File: config.mk
export PLATFORM = sky130hd
export DESIGN_NAME = wb_pixel_uploader_flat
export DESIGN_NICKNAME = d
export VERILOG_FILES = /design/src/rtl/wb_pixel_pkg.sv /design/src/rtl/wb_pixel_uploader_if.sv /design/src/rtl/wb_master_single.sv /design/src/rtl/wb_pixel_uploader.sv /design/src/flat_wrapper.sv
export SDC_FILE = /design/constraint.sdc
export NUM_CORES = 1
export LEC_CHECK = 0
export BUFFER_PORTS_ARGS = -buffer_cell sky130_fd_sc_hd__buf_2
export CAP_MARGIN = 15
export CORE_MARGIN = 2
export CORE_UTILIZATION = 40
export DETAILED_ROUTE_END_ITERATION = 8
export PLACE_DENSITY = 0.67
export RECOVER_POWER = 50
export REMOVE_ABC_BUFFERS = 1
export SLEW_MARGIN = 20
export SYNTH_ARGS = -nofsm -noshare
export SYNTH_HDL_FRONTEND = slang
export SYNTH_SLANG_ARGS = --single-unit
File: constraint.sdc
create_clock -name clk -period 1.85 [get_ports clk]
set_input_delay 0.2775 -clock clk [delete_from_list [all_inputs] [get_ports clk]]
set_output_delay 0.2775 -clock clk [all_outputs]
set_load 0.005 [all_outputs]
File: src/rtl/wb_pixel_pkg.sv
// Shared constants and types for the Wishbone pixel uploader.
package wb_pixel_pkg;

    localparam int COL_W = 24;
    localparam int IDX_W = 6;

    // Register byte offsets inside the LED-control block.
    localparam logic [31:0] ADR_INIT  = 32'h00;
    localparam logic [31:0] ADR_DONE  = 32'h04;
    localparam logic [31:0] ADR_START = 32'h08;
    localparam logic [31:0] ADR_DATA  = 32'h0C;
    localparam logic [31:0] ADR_RW    = 32'h10;

    typedef enum logic [3:0] {
        ST_IDLE,
        ST_WR_RW1,
        ST_GET_PIX,
        ST_WR_ADR,
        ST_WR_DAT,
        ST_WR_RW0,
        ST_INIT1,
        ST_POLL,
        ST_INIT0,
        ST_FIN
    } state_t;

    // Zero means one pixel; anything above the strip length is cut to it.
    function automatic logic [6:0] clamp_npix(input logic [6:0] n, input logic [6:0] max_n);
        logic [6:0] r;
        r = n;
        if (n == 7'd0) r = 7'd1;
        else if (n > max_n) r = max_n;
        return r;
    endfunction

endpackage

File: src/rtl/wb_pixel_uploader_if.sv
// Wishbone classic bus seen from the uploader (master) and the register block (slave).
interface wb_pixel_uploader_if;
    logic        wb_cyc_o;
    logic        wb_stb_o;
    logic        wb_we_o;
    logic [31:0] wb_adr_o;
    logic [3:0]  wb_sel_o;
    logic [31:0] wb_dat_o;
    logic [31:0] wb_dat_i;
    logic        wb_ack_i;

    modport master (
        output wb_cyc_o, wb_stb_o, wb_we_o, wb_adr_o, wb_sel_o, wb_dat_o,
        input  wb_dat_i, wb_ack_i
    );

    modport slave (
        input  wb_cyc_o, wb_stb_o, wb_we_o, wb_adr_o, wb_sel_o, wb_dat_o,
        output wb_dat_i, wb_ack_i
    );
endinterface

File: src/rtl/wb_master_single.sv
// Single-transaction Wishbone classic engine: one request, held until ack or timeout.
module wb_master_single #(
    parameter int ACK_TIMEOUT = 255
) (
    input  logic        clk,
    input  logic        rst,
    input  logic        req,
    input  logic        we,
    input  logic [31:0] adr,
    input  logic [31:0] wdat,
    output logic        busy,
    output logic        ack_done,
    output logic [31:0] rdat,
    output logic        timeout,
    wb_pixel_uploader_if.master wb
);
    localparam int TW = $clog2(ACK_TIMEOUT + 1);

    logic [TW-1:0] stall_cnt;

    assign busy = wb.wb_cyc_o;

    // Launch, hold, and retire one bus cycle; cyc/stb drop the cycle after ack or timeout.
    always_ff @(posedge clk) begin
        // NOTE: sequential state uses <= so every register here sees pre-edge values.
        if (rst) begin
            wb.wb_cyc_o <= 1'b0;
            wb.wb_stb_o <= 1'b0;
            wb.wb_we_o  <= 1'b0;
            wb.wb_adr_o <= '0;
            wb.wb_sel_o <= '0;
            wb.wb_dat_o <= '0;
            rdat        <= '0;
            stall_cnt   <= '0;
            ack_done    <= 1'b0;
            timeout     <= 1'b0;
        end else begin
            ack_done <= 1'b0;
            timeout  <= 1'b0;
            if (!wb.wb_cyc_o) begin
                stall_cnt <= '0;
                if (req) begin
                    wb.wb_cyc_o <= 1'b1;
                    wb.wb_stb_o <= 1'b1;
                    wb.wb_we_o  <= we;
                    wb.wb_adr_o <= adr;
                    wb.wb_sel_o <= 4'hF;
                    wb.wb_dat_o <= wdat;
                end
            end else if (wb.wb_ack_i) begin
                wb.wb_cyc_o <= 1'b0;
                wb.wb_stb_o <= 1'b0;
                wb.wb_we_o  <= 1'b0;
                wb.wb_sel_o <= '0;
                rdat        <= wb.wb_dat_i;
                ack_done    <= 1'b1;
            end else if (stall_cnt == TW'(ACK_TIMEOUT - 1)) begin
                wb.wb_cyc_o <= 1'b0;
                wb.wb_stb_o <= 1'b0;
                wb.wb_we_o  <= 1'b0;
                wb.wb_sel_o <= '0;
                timeout     <= 1'b1;
            end else begin
                stall_cnt <= stall_cnt + 1'b1;
            end
        end
    end

endmodule

File: src/rtl/wb_pixel_uploader.sv
// Pixel upload sequencer: streams colours into LED RAM, kicks a refresh, waits for done.
module wb_pixel_uploader
    import wb_pixel_pkg::*;
#(
    parameter logic [31:0] BASE_ADR    = 32'h0000_0000,
    parameter int          NPIX_MAX    = 64,
    parameter int          ACK_TIMEOUT = 255,
    parameter int          POLL_LIMIT  = 65535
) (
    input  logic             clk,
    input  logic             rst,
    input  logic             start,
    input  logic [6:0]       npix,
    input  logic             pix_valid,
    input  logic [COL_W-1:0] pix_data,
    output logic             pix_ready,
    output logic             busy,
    output logic             done,
    output logic             err,
    wb_pixel_uploader_if.master wb
);
    localparam int PW = $clog2(POLL_LIMIT + 1);

    state_t           state_q, state_d;
    logic             issued_q, issued_d;
    logic [6:0]       npix_q, npix_d;
    logic [IDX_W-1:0] idx_q, idx_d;
    logic [COL_W-1:0] colour_q, colour_d;
    logic [PW-1:0]    poll_q, poll_d;
    logic             err_q, err_d;

    logic             m_req, m_we, m_busy, m_ack_done, m_timeout;
    logic [31:0]      m_adr, m_wdat, m_rdat;
    logic             bus_op;
    logic             poll_hit;

    wb_master_single #(.ACK_TIMEOUT(ACK_TIMEOUT)) u_master (
        .clk      (clk),
        .rst      (rst),
        .req      (m_req),
        .we       (m_we),
        .adr      (m_adr),
        .wdat     (m_wdat),
        .busy     (m_busy),
        .ack_done (m_ack_done),
        .rdat     (m_rdat),
        .timeout  (m_timeout),
        .wb       (wb)
    );

    assign poll_hit = (m_rdat & 32'h1) != 32'h0;
    assign busy     = (state_q != ST_IDLE) && (state_q != ST_FIN);
    assign err      = err_q;

    // Sequencer registers.
    always_ff @(posedge clk) begin
        if (rst) begin
            state_q  <= ST_IDLE;
            issued_q <= 1'b0;
            npix_q   <= '0;
            idx_q    <= '0;
            colour_q <= '0;
            poll_q   <= '0;
            err_q    <= 1'b0;
        end else begin
            state_q  <= state_d;
            issued_q <= issued_d;
            npix_q   <= npix_d;
            idx_q    <= idx_d;
            colour_q <= colour_d;
            poll_q   <= poll_d;
            err_q    <= err_d;
        end
    end

    // Next-state, bus request selection and per-state outputs.
    always_comb begin
        // NOTE: every variable assigned here gets a default first, so no path infers a latch.
        state_d   = state_q;
        issued_d  = issued_q;
        npix_d    = npix_q;
        idx_d     = idx_q;
        colour_d  = colour_q;
        poll_d    = poll_q;
        err_d     = err_q;
        m_req     = 1'b0;
        m_we      = 1'b1;
        m_adr     = BASE_ADR;
        m_wdat    = '0;
        bus_op    = 1'b1;
        pix_ready = 1'b0;
        done      = 1'b0;

        unique case (state_q)
            ST_IDLE: begin
                bus_op = 1'b0;
                if (start) begin
                    npix_d   = clamp_npix(npix, 7'(NPIX_MAX));
                    idx_d    = '0;
                    poll_d   = '0;
                    err_d    = 1'b0;
                    issued_d = 1'b0;
                    state_d  = ST_WR_RW1;
                end
            end
            ST_WR_RW1: begin
                m_adr  = BASE_ADR + ADR_RW;
                m_wdat = 32'd1;
                if (m_ack_done) state_d = ST_GET_PIX;
            end
            ST_GET_PIX: begin
                bus_op    = 1'b0;
                pix_ready = 1'b1;
                if (pix_valid) begin
                    colour_d = pix_data;
                    state_d  = ST_WR_ADR;
                end
            end
            ST_WR_ADR: begin
                m_adr  = BASE_ADR + ADR_START;
                m_wdat = {{(32-IDX_W){1'b0}}, idx_q};
                if (m_ack_done) state_d = ST_WR_DAT;
            end
            ST_WR_DAT: begin
                m_adr  = BASE_ADR + ADR_DATA;
                m_wdat = {{(32-COL_W){1'b0}}, colour_q};
                if (m_ack_done) begin
                    if ({1'b0, idx_q} + 7'd1 == npix_q) begin
                        state_d = ST_WR_RW0;
                    end else begin
                        idx_d   = idx_q + 1'b1;
                        state_d = ST_GET_PIX;
                    end
                end
            end
            ST_WR_RW0: begin
                m_adr  = BASE_ADR + ADR_RW;
                m_wdat = 32'd0;
                if (m_ack_done) state_d = ST_INIT1;
            end
            ST_INIT1: begin
                m_adr  = BASE_ADR + ADR_INIT;
                m_wdat = 32'd1;
                if (m_ack_done) state_d = ST_POLL;
            end
            ST_POLL: begin
                m_we  = 1'b0;
                m_adr = BASE_ADR + ADR_DONE;
                if (m_ack_done) begin
                    poll_d = poll_q + 1'b1;
                    if (poll_hit) begin
                        state_d = ST_INIT0;
                    end else if (poll_q + 1'b1 == PW'(POLL_LIMIT)) begin
                        err_d   = 1'b1;
                        state_d = ST_IDLE;
                    end
                end
            end
            ST_INIT0: begin
                m_adr  = BASE_ADR + ADR_INIT;
                m_wdat = 32'd0;
                if (m_ack_done) state_d = ST_FIN;
            end
            ST_FIN: begin
                bus_op  = 1'b0;
                done    = 1'b1;
                state_d = ST_IDLE;
            end
            default: begin
                bus_op  = 1'b0;
                state_d = ST_IDLE;
            end
        endcase

        // One request per bus state; a completed ack re-arms it for the next (or repeated) state.
        if (bus_op) begin
            m_req = !issued_q && !m_busy;
            if (m_req) issued_d = 1'b1;
            if (m_ack_done) issued_d = 1'b0;
            if (m_timeout) begin
                issued_d = 1'b0;
                err_d    = 1'b1;
                state_d  = ST_IDLE;
            end
        end
    end

endmodule

File: src/flat_wrapper.sv
// flat-port wrapper written by rule: the top's interface ports become plain ports
module wb_pixel_uploader_flat import wb_pixel_pkg::*;
#(
    parameter logic [31:0] BASE_ADR    = 32'h0000_0000,
    parameter int          NPIX_MAX    = 64,
    parameter int          ACK_TIMEOUT = 255,
    parameter int          POLL_LIMIT  = 65535
)
  (clk, rst, start, npix, pix_valid, pix_data, pix_ready, busy, done, err, wb_wb_cyc_o, wb_wb_stb_o, wb_wb_we_o, wb_wb_adr_o, wb_wb_sel_o, wb_wb_dat_o, wb_wb_dat_i, wb_wb_ack_i);
  wb_pixel_uploader_if wb_i ();
  input  logic clk;
  input  logic rst;
  input  logic start;
  input  logic [6:0] npix;
  input  logic pix_valid;
  input  logic [COL_W-1:0] pix_data;
  output logic pix_ready;
  output logic busy;
  output logic done;
  output logic err;
  output wire logic [$bits(wb_i.wb_cyc_o)-1:0] wb_wb_cyc_o;
  output wire logic [$bits(wb_i.wb_stb_o)-1:0] wb_wb_stb_o;
  output wire logic [$bits(wb_i.wb_we_o)-1:0] wb_wb_we_o;
  output wire logic [$bits(wb_i.wb_adr_o)-1:0] wb_wb_adr_o;
  output wire logic [$bits(wb_i.wb_sel_o)-1:0] wb_wb_sel_o;
  output wire logic [$bits(wb_i.wb_dat_o)-1:0] wb_wb_dat_o;
  input wire logic [$bits(wb_i.wb_dat_i)-1:0] wb_wb_dat_i;
  input wire logic [$bits(wb_i.wb_ack_i)-1:0] wb_wb_ack_i;
  assign wb_wb_cyc_o = wb_i.wb_cyc_o;
  assign wb_wb_stb_o = wb_i.wb_stb_o;
  assign wb_wb_we_o = wb_i.wb_we_o;
  assign wb_wb_adr_o = wb_i.wb_adr_o;
  assign wb_wb_sel_o = wb_i.wb_sel_o;
  assign wb_wb_dat_o = wb_i.wb_dat_o;
  assign wb_i.wb_dat_i = wb_wb_dat_i;
  assign wb_i.wb_ack_i = wb_wb_ack_i;
  wb_pixel_uploader #(.BASE_ADR(BASE_ADR), .NPIX_MAX(NPIX_MAX), .ACK_TIMEOUT(ACK_TIMEOUT), .POLL_LIMIT(POLL_LIMIT)) u_core (.clk(clk), .rst(rst), .start(start), .npix(npix), .pix_valid(pix_valid), .pix_data(pix_data), .pix_ready(pix_ready), .busy(busy), .done(done), .err(err), .wb(wb_i));
endmodule
### Yosys cells after proc, flatten, opt, wreduce, memory -nomap -nowiden

Index checks and enable logic that the tools add are counted.

* logic and storage cells: 126
* register bits after elaboration: 141
* bits of input ports: 68

* mux-type cells: 60
* reductions and logical operators: 23
* $lt $le $gt $ge: 1
* bitwise operators: 3
* add/subtract/negate cells: 4
* equality and inequality tests: 18

Operator list (number)
* 24-bit case mux with 3 select lines: 1
* 4-bit 2-to-1 mux: 17
* 4-bit case mux with 9 select lines: 1
* 16-bit 2-to-1 mux: 2
* 16-bit case mux with 2 select lines: 1
* 1-bit 2-to-1 mux: 29
* 5-bit case mux with 4 select lines: 1
* 6-bit 2-to-1 mux: 3
* 16-bit by 1-bit adder with 16-bit output (second input constant): 1
* 16-bit == test (second input constant): 1
* 4-bit by 3-bit == test with 1-bit output (second input constant): 4
* 7-bit 2-to-1 mux: 2
* 6-bit case mux with 2 select lines: 1
* 2-bit AND reduction: 6
* 8-bit by 1-bit adder with 8-bit output (second input constant): 1
* 4-bit by 2-bit == test with 1-bit output (second input constant): 2
* 4-bit == test (second input constant): 2
* 8-bit == test (second input constant): 1
* 2-bit != test (second input constant): 4
* 6-bit by 1-bit adder with 7-bit output (second input constant): 1
* 7-bit == test: 1
* 7-bit > comparator (second input constant): 1
* 7-bit zero test: 1
* 7-bit OR reduction: 1
* other kinds (16): 24

### Longest topological paths before layout

Gate-level depths: netlist of the first run.

* word-level depth: 8
* depth in mapped cells: 9
* gate-level depth less buffers: 8

### By module

From an unflattened synthesis of the first run, not the netlist that was laid out.

* cells, all modules: 938
* area, all modules: 7383.3 um2

By module, submodules not included
* wb_master_single: seq. area each 2182.1 um2, instances 1, cells an instance 485, area an instance 3902.5 um2
* wb_pixel_uploader: seq. area each 1181.1 um2, instances 1, cells an instance 453, area an instance 3480.8 um2

### Worst setup path after synthesis of the first run

Ideal clock, no wire load.

* path type: reg2reg
* start: register u_core.idx_q[0]
* end: register u_core.idx_q[0]
* arrival: 1.875 ns
* cell stages (with the launch flop): 9
* setup time: 0.116 ns
* setup slack: -0.141 ns
* buffers on the path: 1
* data required time: 1.734 ns
* period minus slack after synthesis: 1.991 ns
* cell sequence: dfxtp_1 > ha_1 > nand3_1 > xnor2_1 > nor4_1 > o31a_1 > buf_6 > o21ai_0 > a31o_2

* word-level cells in the longest chain between the ends: 4
* elaborated cells between the ends (all ways): 8
* classes of those cells: add/sub (2); eq/ne (2); mux (3); reduce/logical (1)

Ends and longest elaborated chain
* start, declared: line wb_pixel_uploader.sv:27 `logic [IDX_W-1:0] idx_q, idx_d;`
* start signal, assigned: line wb_pixel_uploader.sv:69 `idx_q <= idx_d;`
* 6-bit by 1-bit adder with 7-bit output or 6-bit by 1-bit adder with 6-bit output (tied branches): line wb_pixel_uploader.sv:128, wb_pixel_uploader.sv:131
* 7-bit == test or 6-bit 2-to-1 mux (tied branches): line wb_pixel_uploader.sv:128 `if ({1'b0, idx_q} + 7'd1 == npix_q) begin`
* 2-bit != test (no line) or 6-bit 2-to-1 mux (tied branches)
* 4-bit AND reduction (no line) or 6-bit case mux with 2 select lines (tied branches)

Parallel ways exist; a longest one is shown, timed or not. The select of a mux whose other input is x is not followed.
A chain may end at the register's enable or synchronous reset.

### Final worst setup path of the first run

* start: register u_core.idx_q[1]
* end: register u_core.idx_q[1]

The elaborated chain is that of the path after synthesis.

==> results of run 1 <==
[worst register-to-register path, delay by kind of cell, from the launching register on]
family                     cells  cell delay, ns
AOI/OAI and AO/OA              3            0.59
xor gates and xnor gates       2            0.29
adders and majority gates      1            0.19
buffers and inverters          1            0.19
DFF                            1            0.37
and+or+nand+nor                1            0.30
[path summary, 6_finish.rpt]
check | start | end | slack [ns] | cells past startpoint
worst max-delay path | u_core.idx_q[1] | u_core.idx_q[1] | -0.15 | 8
worst min-delay path | wb_wb_ack_i | u_core.u_master.timeout | 0.14 | 2
worst max register to register | u_core.idx_q[1] | u_core.idx_q[1] | -0.15 | 8
worst min register to register | u_core.u_master.wb.wb_dat_o[21] | u_core.u_master.wb.wb_dat_o[21] | 0.45 | 2
[kinds of logic (layout without fill, tap and decap cells)]
family / after synthesis / count (layout)
and+or+nand+nor: 258 / 258
buffers and inverters: 92 / 169
muxes: 2 / 2
adders and majority gates: 5 / 5
xor gates and xnor gates: 21 / 21
AOI/OAI and AO/OA: 145 / 145
DFF: 100 / 100
other: 1 / 37
[routing by layer]
layer,vias up,share of wire [%],GRT usage (%)
met3,21,3.8,1.85
met5,-,0,0
li1,2303,-,-
met4,0,2.2,7.56
met2,142,50,32.7
met1,2238,44,24.2
[placed cells by master, fill, tap and decap left out, types with 3 or more instances in the layout]
cell	synthesis	routed
a211oi_1	3	3
a21oi_1	79	76
a21oi_2	0	3
a22oi_1	11	11
a311oi_1	4	4
a31oi_1	4	4
and2_1	8	8
and3_1	4	4
buf_2	5	61
buf_4	42	57
buf_6	1	3
clkbuf_1	30	16
clkbuf_16	0	9
clkbuf_2	1	4
conb_1	1	37
dfxtp_1	100	88
dfxtp_2	0	10
ha_1	5	3
inv_1	9	9
nand2_1	99	97
nand2b_1	4	4
nand3_1	35	33
nand4_1	9	9
nor2_1	49	48
nor3_1	17	13
nor3_2	0	3
nor3b_1	5	5
nor4_1	6	4
nor4_4	0	3
o211ai_1	3	3
o21a_1	3	3
o21ai_0	20	19
or3_1	6	5
xnor2_1	10	7
xor2_1	11	11
[registers in the layout, summed over array words and instances, names as in the netlist]
signal                       cells
u_core.u_master.ack_done         1
u_core.u_master.wb.wb_adr_o      3
u_core.u_master.wb.wb_dat_o     24
u_core.u_master.busy             1
u_core.u_master.wb.wb_sel_o      1
u_core.err                       1
u_core.u_master.rdat             1
u_core.idx_q                     6
u_core.poll_q                   16
u_core.issued_q                  1
u_core.u_master.wb.wb_we_o       1
u_core.u_master.timeout          1
u_core.state_q                   4
u_core.npix_q                    7
u_core.colour_q                 24
u_core.u_master.stall_cnt        8
[layout make-up]
cell class	count	area share, %
clock inverters	6	1.53
flip-flops and latches	100	32.9
well taps	147	2.99
repair buffers	144	14.7
inverters	9	0.549
multi-input cells	468	43.6
clock buffers	10	3.72
[power by group through the flow]
stage / Clock, uW / Sequential, uW / Combinational (uW)
after global placement: 0 / 2250 / 335
final: 2050 / 2200 / 344
after floorplan: 0 / 2250 / 142
after detailed placement: 0 / 2250 / 340
after CTS: 2070 / 2200 / 345
after global routing: 2170 / 2200 / 380
[repair_timing]
action	CTS	global route
pin swaps	20	3
gates cloned	0	0
gates resized for setup	28	26
endpoints found under the setup margin	11	20
setup buffers	4	5
[metrics by stage]
step                      instances  setup TNS, ns  worst slack [ns]
after floorplan                 577         -30.25             -1.51
after global placement          859          -1.39            -0.192
after detailed placement        859          -2.18            -0.284
after CTS                       879         -0.523            -0.108
after global routing            884          -3.25            -0.252
final                           884         -0.890            -0.146
==> out/results.ini, run 1 <==
[status]
status = finished with violations
failed_checks = negative setup slack

[setup_path]
worst-path-buf-inv = 1
worst_path_max_delay_cell = dfxtp_4
crit_required_ns = 2.11
path_cells = ha_4, xnor2_4, xnor2_2, nor4_4, o31a_1, buf_4, o211ai_1, a21oi_1
cp-end-kind = flop
worstPathArrival_ns = 2.26
criticalPathCategory = flop to flop
max_stage_delay_ns = 0.37
crit_family = compound AO/OA/AOI/OAI gates
critPathMaxFanout = 7
start_kind = flop

[global_routing]
grt_start_max_net_pins = 55
grtUsageTotal_pct = 18.9
overflow = 0
grt_pass1_wl_um = 20200
antenna_found_initial = 0
grt_pass1_vias = 4387

[timing]
worst_pin_slew_ns = 0.598
grt_setup_unrepaired = yes
setup_viol = 10
setup_ws_ns = -0.146
fin_crit_ns = 2.00
slew_headroom_pct = 59.7
final-max-slew-violation-count = 0
hold_viol_final = 0
fmax_mhz = 501
hold_slack_ns = 0.139
fin_crit_sh_pct = 108
clock_skew_ns = 0.00660

[cts]
cts.root.buffer_cell = clkbuf_16
numCtsBuffers = 9
cts_tree = done
htree_levels = 3
clkSinkCount = 100
clk_latency_ns = 0.34
hold_buffers = 0
clkSlewWorstSetupHoldPaths_ns = 0.07
clk_path_buf_depth = 2

[synth]
synth_top_area_share_pct = 41.1
yosysUniqueCellTypes = 56
synth_most_common_cell = dfxtp_1
yosys.area.top_type = dfxtp_1
ys_top_cells_by_count = dfxtp_1 (100), nand2_1 (99), a21oi_1 (79)
synth_edf_count = 0
synthMuxAreaShare_pct = 0.437
syn-instance-count = 624
synth_top_flop_cell = dfxtp_1
synth_compound_area_share_pct = 17.6
synth_simple_gate_area_share_pct = 25.1
yosysWarnings = 0
seq_area_frac_synth_pct = 41.1
post_synth_fa_ha_maj_area_fraction_pct = 1.28
ys_ff_latch = 100
yosys.area_share.xor_xnor_pct = 3.78
async_reset_ff_share_pct = 0
synthTopCellsByArea = dfxtp_1 (41%), a21oi_1 (8.1%), nand2_1 (7.6%), buf_4 (6.5%), nor2_1 (3.8%)
synth_area_mm2 = 0.00487
avgSynthCellArea_um2 = 7.81
synth_top_family_by_area = simple AND/OR/NAND/NOR gates

[finish]
fill_cells = 1125
drive_gt1_share_pct = 25.5
multi_input_area_mm2 = 0.00268
synthToLayoutAreaGrowth_pct = 26.3
register_area_mm2 = 0.00202
nets = 805
final_util_pct = 51.4
fin_area_mm2 = 0.00615
diodes = 0

[pwr]
total_power_uw = 4590
p_int_uw = 3510
pwr-share-clk_pct = 44.6
switching_share_pct = 23.7
ir_drop_v = 0.000542
combPwrFrac_pct = 7.5
p_seq_share_pct = 47.9
power.density_mw_per_mm2 = 747
netSwitchingPower_uw = 1090
p_leak_uw = 0.00240

[drt]
ant_nets = 0
via_per_inst = 5.32
vias = 4704
wirelength_um = 12500
drc = 0
drt_iter0_drc = 271
drt-pass1-iter-count = 7
detail_route.wl_per_cell_um = 14.1

[worst_hold_path]
hp-class = input pin to flop

[place]
gp_congestion = 0.834
placed_area_mm2 = 0.00559
hpwl_um = 8540
portBuffers = 74

[floorplan]
die_height_um = 114
ioPinCount = 143
core_mm2 = 0.0120
dieWidth_um = 114
start_util_pct = 40.7
die_area_mm2 = 0.0131
placementRows = 40

[run]
drv_cap = 0

(Power assumes the default switching activity.)
==> inputs of run 2 (changes only) <==
REMOVE_ABC_BUFFERS = unset   (was 1)
==> out/results.ini, run 2 (same netlist as run 1, synthesis figures left out) <==
[timing]
clock_skew_ns = 0.00724  ; +0.000641 ns
hold_viol_final = 0  ; unchanged
slew_headroom_pct = 52.6  ; -7.1 points
grt_setup_unrepaired = yes
fin_tns_setup_ns = -0.990  ; -0.0995 ns
fmax_mhz = 499  ; -0.35%
setup_ws_ns = -0.153  ; -0.00696 ns
fin_crit_sh_pct = 108  ; +0.38 points
fin_crit_ns = 2.00  ; +0.00696 ns
setup_viol = 9  ; -1
final-max-slew-violation-count = 0  ; unchanged
worst_pin_slew_ns = 0.704  ; +0.106 ns

[cts]
cts.root.buffer_cell = clkbuf_16
hold_buffers = 0  ; unchanged
clkSinkCount = 100  ; unchanged
htree_levels = 3  ; unchanged
clk_latency_ns = 0.34  ; about the same
numCtsBuffers = 9  ; unchanged
clkSlewWorstSetupHoldPaths_ns = 0.07  ; about the same
clk_path_buf_depth = 2  ; unchanged
cts_tree = done

[setup_path]
crit_required_ns = 2.09  ; -0.02 ns
rr_worst_depth = 7  ; -1
cp-end-kind = flop
criticalPathCategory = flop to flop
rr_endpoint = u_core.idx_q[0]
worstReg2RegStart = u_core.idx_q[1]
r2r_setup_slack_ns = -0.15  ; about the same
critPathMaxFanout = 8  ; +1
worstPathArrival_ns = 2.24  ; -0.02 ns
worst_path_max_delay_cell = o31a_1
critPathLaunch = u_core.idx_q[1]
start_kind = flop
max_stage_delay_ns = 0.38  ; about the same
path_cells = ha_4, xnor2_2, nand2_1, nor4_2, o31a_1, o21ai_1, a31o_2

[drt]
drc = 0  ; unchanged
drt-pass1-iter-count = 4  ; -3
vias = 4616  ; -1.9%
via_per_inst = 5.16  ; -3.0%
ant_nets = 0  ; unchanged
detail_route.wl_per_cell_um = 14.1  ; about the same
drt_iter0_drc = 329  ; +21%
wirelength_um = 12600  ; +1.0%

[status]
failed_checks = negative setup slack
status = finished with violations

[worst_hold_path]
min-delay-start = wb_wb_ack_i
hold_path_end = u_core.u_master.timeout
hold-path-cell-count = 2  ; unchanged
hp-class = input pin to flop

[place]
portBuffers = 74  ; unchanged
placedCellCount = 870  ; +1.3%
pre_cts_ws_ns = -0.198  ; +0.0859 ns
placed_area_mm2 = 0.00570  ; +1.9%
gp_congestion = 0.913  ; +9.4%
hpwl_um = 8780  ; +2.8%

[global_routing]
grtUsageTotal_pct = 19.1  ; +0.24 points
grt_start_max_net_pins = 83  ; +51%
overflow = 0  ; unchanged
grt_pass1_vias = 4353  ; -0.78%
grt_pass1_wl_um = 20200  ; about the same
antenna_found_initial = 0  ; unchanged

[finish]
nets = 815  ; +1.2%
fill_cells = 1096  ; -2.6%
multi_input_area_mm2 = 0.00270  ; +0.70%
diodes = 0  ; unchanged
reg.largest.list = u_core.colour_q: 24 flops, u_core.u_master.wb.wb_dat_o: 24 flops, u_core.poll_q: 16 flops
final_common_cell = nand2_1
instances_no_fill = 894  ; +1.1%
fin_area_mm2 = 0.00625  ; +1.6%
register_area_mm2 = 0.00203  ; +0.19%
drive_gt1_share_pct = 26.5  ; +1.0 points
synthToLayoutAreaGrowth_pct = 28.3
final_cell_mix = nand2_1 (98), dfxtp_1 (85), a21oi_1 (77)

[floorplan]
ioPinCount = 143  ; unchanged
core_mm2 = 0.0120  ; unchanged
die_area_mm2 = 0.0131  ; unchanged
dieWidth_um = 114  ; unchanged
die_height_um = 114  ; unchanged
placementRows = 40  ; unchanged
start_util_pct = 40.7  ; unchanged

[run]
drv_cap = 0  ; unchanged

[pwr]
power.density_mw_per_mm2 = 742  ; -0.62%
ir_drop_v = 0.000430  ; -21%
p_leak_uw = 0.00245  ; +2.3%

[run 2: cell types whose count changed in the layout (fill, tap and decap cells not counted), sizes merged]
cell	change
clkbuf	+6
buf	+6
inv	-1
clkinv	-1
[run 2: power by group]
group / switching (uW) / internal, uW / leakage [uW]
Clock: 799 / 1270 / 0.000164
Sequential: 29.9 / 2180 / 0.000816
Combinational: 217 / 145 / 0.00147
[run 2: what timing repair did]
| action | 4_1_cts | 5_1_grt |
|---|---|---|
| pin swaps | 17 | 10 |
| gates resized for setup | 20 | 31 |
| setup endpoints to repair | 10 | 23 |
| setup buffers | 4 | 4 |
[run 2: layout make-up]
class	instances	share of cell area (%)
multi-input combinational	468	43.2
sequential	100	32.4
timing repair buffer	154	15.5
clock buffer	12	4.11
tap	147	2.94
clock inverter	4	1.24
inverter	9	0.541
[run 2: routing by layer]
layer | vias to the layer above | part of all wire [%] | global-route usage, %
li1 | 2329 | - | -
met3 | 19 | 4.5 | 3.71
met4 | 0 | 1.9 | 7.80
met5 | - | 0 | 0
met1 | 2151 | 44 | 23.7
met2 | 117 | 50 | 32.6
[run 2: per-stage QoR]
step           utilization [%]  total power, uW  hold slack (ns)
2_1_floorplan                -             2500            0.355
3_3_place_gp              47.7             2590            0.437
3_5_place_dp              47.7             2600            0.445
4_1_cts                   51.3             4670            0.123
5_1_grt                   52.2             4810            0.137
6_report                  52.2             4640            0.137
[run 2: worst max path at each step]
stage                      end  slack [ns]  depth (start not counted)
2_1_floorplan  u_core.idx_q[0]       -0.01                          8
3_3_place_gp   u_core.idx_q[0]       -0.14                          7
3_5_place_dp   u_core.idx_q[0]       -0.20                          7
4_1_cts        u_core.idx_q[5]       -0.15                          7
5_1_grt        u_core.idx_q[0]       -0.24                          8
6_report       u_core.idx_q[0]       -0.15                          7
[run 2: critical path, delay by kind of cell, from the launching register on]
family	cells	cell delay, ns
compound gates	3	0.76
xor+xnor	1	0.10
fa+ha+maj	1	0.28
flops	1	0.37
simple gates	2	0.40
